==> config.mk <==
export PLATFORM = sky130hd
export DESIGN_NAME = tqvp_xga_timing_gen
export DESIGN_NICKNAME = d
export VERILOG_FILES = /design/src/rtl/tqvp_xga_timing_gen.sv
export SDC_FILE = /design/constraint.sdc
export NUM_CORES = 1
export LEC_CHECK = 0
export CAP_MARGIN = 20
export CORE_MARGIN = 4
export CORE_UTILIZATION = 25
export DETAILED_ROUTE_END_ITERATION = 8
export PLACE_DENSITY = 0.5
export SETUP_SLACK_MARGIN = 0.15
export SYNTH_ARGS = -nofsm -noshare
export SYNTH_HDL_FRONTEND = slang
export SYNTH_SLANG_ARGS = --single-unit
==> constraint.sdc <==
create_clock -name clk -period 2.3 [get_ports clk]
set_input_delay 0.46 -clock clk [delete_from_list [all_inputs] [get_ports clk]]
set_output_delay 0.46 -clock clk [all_outputs]
set_load 0.05 [all_outputs]
==> src/rtl/tqvp_xga_timing_gen.sv <==
// Raster timing generator for the TinyQV sprite renderer: counters, syncs, active flag, IRQs.
// Optional line-compare interrupt is built when XGA_TIMING_LINE_IRQ_EN is defined.
module tqvp_xga_timing_gen #(
  parameter int unsigned H_ACTIVE = 1024,
  parameter int unsigned H_FP     = 24,
  parameter int unsigned H_SYNC   = 136,
  parameter int unsigned H_BP     = 160,
  parameter int unsigned V_ACTIVE = 768,
  parameter int unsigned V_FP     = 3,
  parameter int unsigned V_SYNC   = 6,
  parameter int unsigned V_BP     = 29,
  parameter bit          SYNC_NEG = 1'b1
) (
  input  logic        clk,
  input  logic        rst_n,
  input  logic        en,
  input  logic [1:0]  irq_clr,
  input  logic [9:0]  line_cmp,
  output logic [10:0] h_cnt,
  output logic [9:0]  v_cnt,
  output logic        hsync_r,
  output logic        vsync_r,
  output logic        visible_r,
  output logic        line_start,
  output logic        frame_start,
  output logic        irq_vblank,
  output logic        irq_line
);

  localparam int unsigned H_TOTAL = H_ACTIVE + H_FP + H_SYNC + H_BP;
  localparam int unsigned V_TOTAL = V_ACTIVE + V_FP + V_SYNC + V_BP;

  localparam logic [10:0] H_LAST   = 11'(H_TOTAL - 1);
  localparam logic [10:0] H_ACT_W  = 11'(H_ACTIVE);
  localparam logic [10:0] HS_START = 11'(H_ACTIVE + H_FP);
  localparam logic [10:0] HS_END   = 11'(H_ACTIVE + H_FP + H_SYNC);
  localparam logic [9:0]  V_LAST   = 10'(V_TOTAL - 1);
  localparam logic [9:0]  V_ACT_W  = 10'(V_ACTIVE);
  localparam logic [9:0]  VS_START = 10'(V_ACTIVE + V_FP);
  localparam logic [9:0]  VS_END   = 10'(V_ACTIVE + V_FP + V_SYNC);

  typedef enum logic {IDLE = 1'b0, RUN = 1'b1} state_e;

  state_e      state_q, state_d;
  logic [10:0] h_cnt_q, h_cnt_d;
  logic [9:0]  v_cnt_q, v_cnt_d;
  logic        hsync_q, hsync_d;
  logic        vsync_q, vsync_d;
  logic        visible_q, visible_d;
  logic        line_start_q, line_start_d;
  logic        frame_start_q, frame_start_d;
  logic        irq_vblank_q, irq_vblank_d;
  logic        irq_line_q, irq_line_d;

  // State register
  always_ff @(posedge clk or negedge rst_n) begin
    if (!rst_n) state_q <= IDLE;
    else        state_q <= state_d;
  end

  // Next-state logic
  always_comb begin
    state_d = state_q;
    case (state_q)
      IDLE:    if (en)  state_d = RUN;
      RUN:     if (!en) state_d = IDLE;
      default: state_d = IDLE;
    endcase
  end

  // Output logic: everything is derived from the next count so all flops stay aligned.
  // Entering RUN restarts at (0,0); leaving RUN drops straight back to 0 without finishing the frame.
  always_comb begin
    h_cnt_d = '0;
    v_cnt_d = '0;
    if (state_d == RUN && state_q == RUN) begin
      if (h_cnt_q == H_LAST) begin
        h_cnt_d = '0;
        v_cnt_d = (v_cnt_q == V_LAST) ? 10'd0 : v_cnt_q + 10'd1;
      end else begin
        h_cnt_d = h_cnt_q + 11'd1;
        v_cnt_d = v_cnt_q;
      end
    end

    hsync_d       = SYNC_NEG;
    vsync_d       = SYNC_NEG;
    visible_d     = 1'b0;
    line_start_d  = 1'b0;
    frame_start_d = 1'b0;
    if (state_d == RUN) begin
      hsync_d       = ((h_cnt_d >= HS_START) && (h_cnt_d < HS_END)) ^ SYNC_NEG;
      vsync_d       = ((v_cnt_d >= VS_START) && (v_cnt_d < VS_END)) ^ SYNC_NEG;
      visible_d     = (h_cnt_d < H_ACT_W) && (v_cnt_d < V_ACT_W);
      line_start_d  = (h_cnt_d == 11'd0);
      frame_start_d = (h_cnt_d == 11'd0) && (v_cnt_d == 10'd0);
    end

    // Set has priority over a coincident clear.
    irq_vblank_d = (line_start_d && (v_cnt_d == V_ACT_W)) || (irq_vblank_q && !irq_clr[0]);
  end

`ifdef XGA_TIMING_LINE_IRQ_EN
  // line_cmp values beyond V_TOTAL-1 never match because v_cnt never gets there.
  always_comb begin
    irq_line_d = (line_start_d && (v_cnt_d == line_cmp)) || (irq_line_q && !irq_clr[1]);
  end
`else
  logic unused_line_in;
  assign unused_line_in = ^{line_cmp, irq_clr[1]};
  assign irq_line_d     = 1'b0;
`endif

  always_ff @(posedge clk or negedge rst_n) begin
    if (!rst_n) begin
      h_cnt_q       <= '0;
      v_cnt_q       <= '0;
      hsync_q       <= SYNC_NEG;
      vsync_q       <= SYNC_NEG;
      visible_q     <= 1'b0;
      line_start_q  <= 1'b0;
      frame_start_q <= 1'b0;
      irq_vblank_q  <= 1'b0;
      irq_line_q    <= 1'b0;
    end else begin
      h_cnt_q       <= h_cnt_d;
      v_cnt_q       <= v_cnt_d;
      hsync_q       <= hsync_d;
      vsync_q       <= vsync_d;
      visible_q     <= visible_d;
      line_start_q  <= line_start_d;
      frame_start_q <= frame_start_d;
      irq_vblank_q  <= irq_vblank_d;
      irq_line_q    <= irq_line_d;
    end
  end

  assign h_cnt       = h_cnt_q;
  assign v_cnt       = v_cnt_q;
  assign hsync_r     = hsync_q;
  assign vsync_r     = vsync_q;
  assign visible_r   = visible_q;
  assign line_start  = line_start_q;
  assign frame_start = frame_start_q;
  assign irq_vblank  = irq_vblank_q;
  assign irq_line    = irq_line_q;

endmodule

==> results of run 1 <==
[sequential cells by signal, indices dropped and copies added (netlist names)]
register,flops
frame_start,1
h_cnt,11
hsync_r,1
irq_vblank,1
line_start,1
state_q,1
v_cnt,10
visible_r,1
vsync_r,1
[kinds of logic after synthesis]
group,count (synthesis)
xor gates and xnor gates,15
buffers and inverters,25
muxes,3
and+or+nand+nor,92
DFF,28
AOI/OAI and AO/OA,40
other,1
adders and majority gates,3
[cell type report]
| cell class | instances | area (sq um) |
|---|---|---|
| clock buffers | 3 | 41.3 |
| fillers | 776 | 4530 |
| flip-flops and latches | 28 | 716 |
| multi-input cells | 154 | 1160 |
| inverters | 8 | 30.0 |
| well taps | 99 | 124 |
| clock inverters | 1 | 30.0 |
| repair buffers | 72 | 664 |
[power groups by stage]
stage | Combinational [mW] | Clock [mW] | Sequential, mW
2_1_floorplan | 0.0288 | 0 | 0.530
3_3_place_gp | 0.0876 | 0 | 0.512
3_5_place_dp | 0.0877 | 0 | 0.512
4_1_cts | 0.0940 | 0.415 | 0.502
5_1_grt | 0.104 | 0.429 | 0.503
6_report | 0.0949 | 0.401 | 0.502
[layer usage]
layer	vias to the layer above	track usage (%)
met3	8	1.12
met5	-	0
met1	827	17.3
li1	864	-
met4	0	3.61
met2	45	18.0
[worst min path at each step]
stage | start | cells after the start | slack [ns] | end
floorplan | rst_n | 0 | 0.16 | frame_start
global placement | irq_vblank | 1 | 0.49 | irq_vblank
detailed placement | irq_vblank | 1 | 0.49 | irq_vblank
CTS | irq_vblank | 1 | 0.51 | irq_vblank
global route | irq_vblank | 1 | 0.56 | irq_vblank
finish | irq_vblank | 1 | 0.50 | irq_vblank
[synth_stat cells (3+ instances only)]
library cell	count	area, sq um
a21oi_1	7	35.0
and3_1	5	31.3
xnor2_1	10	87.6
a31oi_1	3	18.8
and4_1	3	26.3
nand2_1	13	48.8
o21ai_0	6	30.0
and2_1	4	25.0
nand4_1	9	56.3
nand3_1	7	35.0
clkbuf_1	7	26.3
inv_1	8	30.0
nor2_1	29	109
dfrtp_1	26	651
xor2_1	5	43.8
buf_4	4	30.0
ha_1	3	37.5
buf_2	4	20.0
[metrics by stage]
step	std cells	hold slack, ns	utilization [%]	TNS, ns
floorplan	207	0.164	-	-0.336
global placement	352	0.493	34.7	-0.178
detailed placement	352	0.487	34.7	-0.220
CTS	364	0.513	37.1	-0.0137
global route	365	0.557	37.9	-0.194
finish	365	0.505	37.9	-0.00857
[timing repair]
item	CTS	global route
gates cloned	1	0
pin swaps	9	2
setup buffers	7	1
setup endpoints to repair	9	12
resized for setup	15	13
hold buffers	0	0
==> flow_summary.toml, run 1 <==
[finish]
antenna_cells = 0
final_area_sq_mm = 0.00276
num-nets-final = 285
drive_above_1_share_pct = 32.0
area_growth_pct = 47.1
mostFrequentLayoutCells = "buf_4 (35), nor2_1 (26), clkdlybuf4s50_1 (23)"
final_common_cell = "buf_4"

[global_routing]
grt_pass1_wl_um = 8420
grt_overflow = 0
antenna_found_initial = 0
grt_max_degree = 29
track_usage_pct = 11.7
grt_pass1_vias = 1682

[route]
detail-route-antenna-nets = 0
wl_met2_um = 2300
drc = 0
highest_layer = "met4"
vias = 1744
drt_pre_antenna_iters = 4
wl_per_cell_um = 14.2
drt-initial-drc-count = 120
vias_per_cell = 4.78
wl_met1_um = 2590
routed_wl_um = 5170
met3_length_um = 197

[setup_path]
arrival_ns = 2.53
worstSetupStartpointType = "flop"
ff2ff_path_depth = 7
crit_end = "irq_vblank"
path_class = "reg2reg"
worst-path-stages = 7
ff2ff_setup_slack_ns = -0.009
worstPathMaxFanout = 5
path_delay_family = "simple AND/OR/NAND/NOR gates"
startpoint = "h_cnt[7]"
crit_buf_inv = 1
rr_startpoint = "h_cnt[7]"
cpPeakStageDelay_ns = 0.52
required_ns = 2.52
crit_chain = "or4b_4, buf_8, o41ai_4, a21oi_2, or2_4, nor4b_4, a32o_1"
r2r-end = "irq_vblank"
worstSetupEndpointType = "flop"
worst_path_max_delay_cell = "or4b_4"

[run_status]
status = "finished, violations left"
failed_checks = "negative setup slack"

[cts]
clockBufferDepth = 2
htreeDepth = 1
cts_root_buf = "clkbuf_8"
cts_inserted_buffers = 3
path_clk_slew_ns = 0.10
cts_sinks = 28
worstSkewPairLatency_ns = 0.28
cts_tree = "done"

[flow_run]
cap_violations = 0

[synthesis]
synth-edff-count = 0
netlist_instances = 207
ys_seq_area_share_pct = 37.4
synth_flop_cell = "dfrtp_1"
ys_types = 61
ys_ff_latch = 28
synth_area_sq_mm = 0.00188
synth_xor_area_share_pct = 6.99
yosys_warnings = 0
synth-compound-area-share_pct = 16.8
synthArstFlopShare_pct = 100
synthAdderAreaFrac_pct = 2.00
synth_top_family_by_area = "simple AND/OR/NAND/NOR gates"
synthSimpleGateAreaFrac_pct = 28.5
muxShareOfSynthArea_pct = 1.66
syn_avg_cell_area_sq_um = 9.08
syn_nets = 225

[power_and_ir_drop]
p_leak_nw = 1.15
seq_power_share_pct = 50.3
intPower_uw = 768
swShare_pct = 23.0
fin_total_pwr_uw = 998
p_comb_share_pct = 9.5
ir_drop_mv = 0.157
pwr-share-clk_pct = 40.2
p_switching_uw = 230
power.density_mw_per_mm2 = 361

[placement]
postPlaceCellArea_sq_mm = 0.00253
routabilityCongestion = 0.822
dp_hpwl_um = 3690
post-place-ws_ns = -0.109
port_buffers = 30

[die]
num_rows = 31
start_util_pct = 25.8
fp.dieArea_sq_mm = 0.00897
ios = 43
dieHeight_um = 94.7
core_area_sq_mm = 0.00729
die_x_um = 94.7

[sta]
fmax_mhz = 433
hold_viol = 0
worstMarginPinSlew_ns = 0.619
min_period_ns = 2.31
setup_slack_ns = -0.00857
fin_skew_ns = 0.00206
timing.final.crit_share_pct = 100
rsz0062_at_grt = "true"
slew_viol_final = 0
setup-violations-final = 1
maxSlewHeadroom_pct = 58.8

[worst_hold_path]
hold_path.class = "reg2reg"
Power figures use the tool's default switching activity.
==> inputs of run 2 (changes only) <==
--- a/config.mk
+++ b/config.mk
@@ -6,6 +6,7 @@
 export NUM_CORES = 1
 export LEC_CHECK = 0
 export CAP_MARGIN = 20
+export CORE_ASPECT_RATIO = 1.25
 export CORE_MARGIN = 4
 export CORE_UTILIZATION = 25
 export DETAILED_ROUTE_END_ITERATION = 8
==> run 2 against run 1 <==
The flow now finishes without violations. Via count up 2.7%. Clock power rose by 4%. Routed wire length up 2.4%. Worst hold slack better by 0.022 ns. Critical path type unchanged.
==> flow_summary.toml, run 2 (synthesis gave the netlist of run 1 again) <==
[power_and_ir_drop]
seq_power_share_pct = 49.9
intPower_uw = 766
power.density_mw_per_mm2 = 366
fin_total_pwr_mw = 1.01
swShare_pct = 24.1
pwr-share-clk_pct = 41.3
ir_drop_mv = 0.353
p_leak_nw = 1.12
p_comb_share_pct = 8.9
p_switching_uw = 244

[sta]
setup-violations-final = 0
min_period_ns = 2.26
fmax_mhz = 442
rsz0062_at_grt = "true"
hold_viol = 0
fin_skew_ns = 0.00351
maxSlewHeadroom_pct = 65.8
timing.final.crit_share_pct = 98.3
slew_viol_final = 0
setup_slack_ns = 0.0394
worstMarginPinSlew_ns = 0.513

[die]
core_area_sq_mm = 0.00736
dieHeight_um = 105
ios = 43
start_util_pct = 25.5
die_x_um = 85.6
num_rows = 35
fp.dieArea_sq_mm = 0.00898

[finish]
final_common_cell = "buf_4"
fin_util_pct = 37.5
num-nets-final = 285
area_growth_pct = 46.9
mostFrequentLayoutCells = "buf_4 (35), nor2_1 (26), clkdlybuf4s50_1 (24)"
drive_above_1_share_pct = 33.8
antenna_cells = 0
num-fill-cells = 781
largest_reg_flops = 11
stdcell_count = 358

[route]
drt_pre_antenna_iters = 4
routed_wl_um = 5290
detail-route-antenna-nets = 0
drt-initial-drc-count = 114
vias_per_cell = 5.00
vias = 1791
wl_per_cell_um = 14.8
drc = 0

[global_routing]
grt_pass1_wl_um = 8740
grt_overflow = 0
grt_pass1_vias = 1767
track_usage_pct = 11.9
grt_max_degree = 29
antenna_found_initial = 0

[cts]
cts_hold_buf = 0
path_clk_slew_ns = 0.11
cts_tree = "done"
clockBufferDepth = 2
cts_sinks = 28
htreeDepth = 1
worstSkewPairLatency_ns = 0.28
cts_inserted_buffers = 3
cts_root_buf = "clkbuf_8"

[placement]
routabilityCongestion = 0.778
port_buffers = 30
place_inst = 347
dp_hpwl_um = 3860
post-place-ws_ns = -0.0923

[setup_path]
arrival_ns = 2.45
startpoint = "h_cnt[9]"
worstSetupEndpointType = "flop"
path_class = "reg2reg"
rr_startpoint = "h_cnt[9]"
ff2ff_setup_slack_ns = 0.04
worstPathMaxFanout = 5
worstSetupStartpointType = "flop"
required_ns = 2.49

[worst_hold_path]
hold_path.class = "reg2reg"
hp-start = "irq_vblank"

[flow_run]
cap_violations = 0

[run_status]
status = "complete, no violations"
-- run 2: per-layer routing --
| layer | part of all wire, % | up-vias | wire length, um | track usage (%) |
|---|---|---|---|---|
| met5 | 0 | - | 0 | 0 |
| met4 | 0.89 | 0 | 47 | 2.60 |
| met3 | 2.9 | 4 | 154 | 1.74 |
| met2 | 52 | 30 | 2740 | 20.9 |
| met1 | 44 | 892 | 2340 | 15.2 |
| li1 | - | 865 | - | - |
-- run 2: what timing repair did --
item	4_1_cts	5_1_grt
buffers inserted	6	1
pin swaps	13	4
endpoints found under the setup margin	8	11
gates resized for setup	13	17
-- run 2: path summary, 6_finish.rpt --
kind	endpoint	cells after the start
setup / recovery	irq_vblank	7
hold / removal	irq_vblank	1
setup reg to reg	irq_vblank	7
hold reg to reg	irq_vblank	1
max in group asynchronous	vsync_r	2
min in group asynchronous	v_cnt[5]	2
-- run 2: stage by stage --
stage          hold WS [ns]  instance area, sq um  setup TNS [ns]
6_report              0.526                  2760               0
5_1_grt               0.546                  2760          -0.115
2_1_floorplan         0.164                  1950          -0.336
4_1_cts               0.530                  2690               0
3_3_place_gp          0.490                  2520          -0.228
3_5_place_dp          0.498                  2520          -0.262
-- run 2: power by group through the flow --
stage / Combinational, mW / Sequential, mW / Clock (mW)
3_5_place_dp: 0.0860 / 0.513 / 0
5_1_grt: 0.0972 / 0.505 / 0.454
4_1_cts: 0.0916 / 0.504 / 0.429
6_report: 0.0895 / 0.504 / 0.417
3_3_place_gp: 0.0858 / 0.513 / 0
2_1_floorplan: 0.0288 / 0.530 / 0
-- run 2: final cells by class --
cell class                      count  area [sq um]  share of cell area, %
Clock buffer                        3          41.3                   1.50
Clock inverter                      1          30.0                   1.09
Inverter                            8          30.0                   1.09
Multi-Input combinational cell    154          1180                   42.7
Sequential cell                    28           717                   26.0
Tap cell                           92           115                   4.17
Timing Repair Buffer               72           649                   23.5
-- run 2: worst max-delay path, cell delays in order, from the launching register on --
cell and delay, ns:
dfrtp_2 0.41, or4b_1 0.53, buf_6 0.16, nor4_4 0.21
mux2_4 0.33, o211a_1 0.15, and3_1 0.16, a32o_1 0.21
==> inputs of run 3 (changes only) <==
--- a/config.mk
+++ b/config.mk
@@ -5,7 +5,6 @@
 export SDC_FILE = /design/constraint.sdc
 export NUM_CORES = 1
 export LEC_CHECK = 0
-export CAP_MARGIN = 20
 export CORE_ASPECT_RATIO = 1.25
 export CORE_MARGIN = 4
 export CORE_UTILIZATION = 25
==> results of run 3 <==
No change in the layout: final DEF, timing and power equal those of run 2.
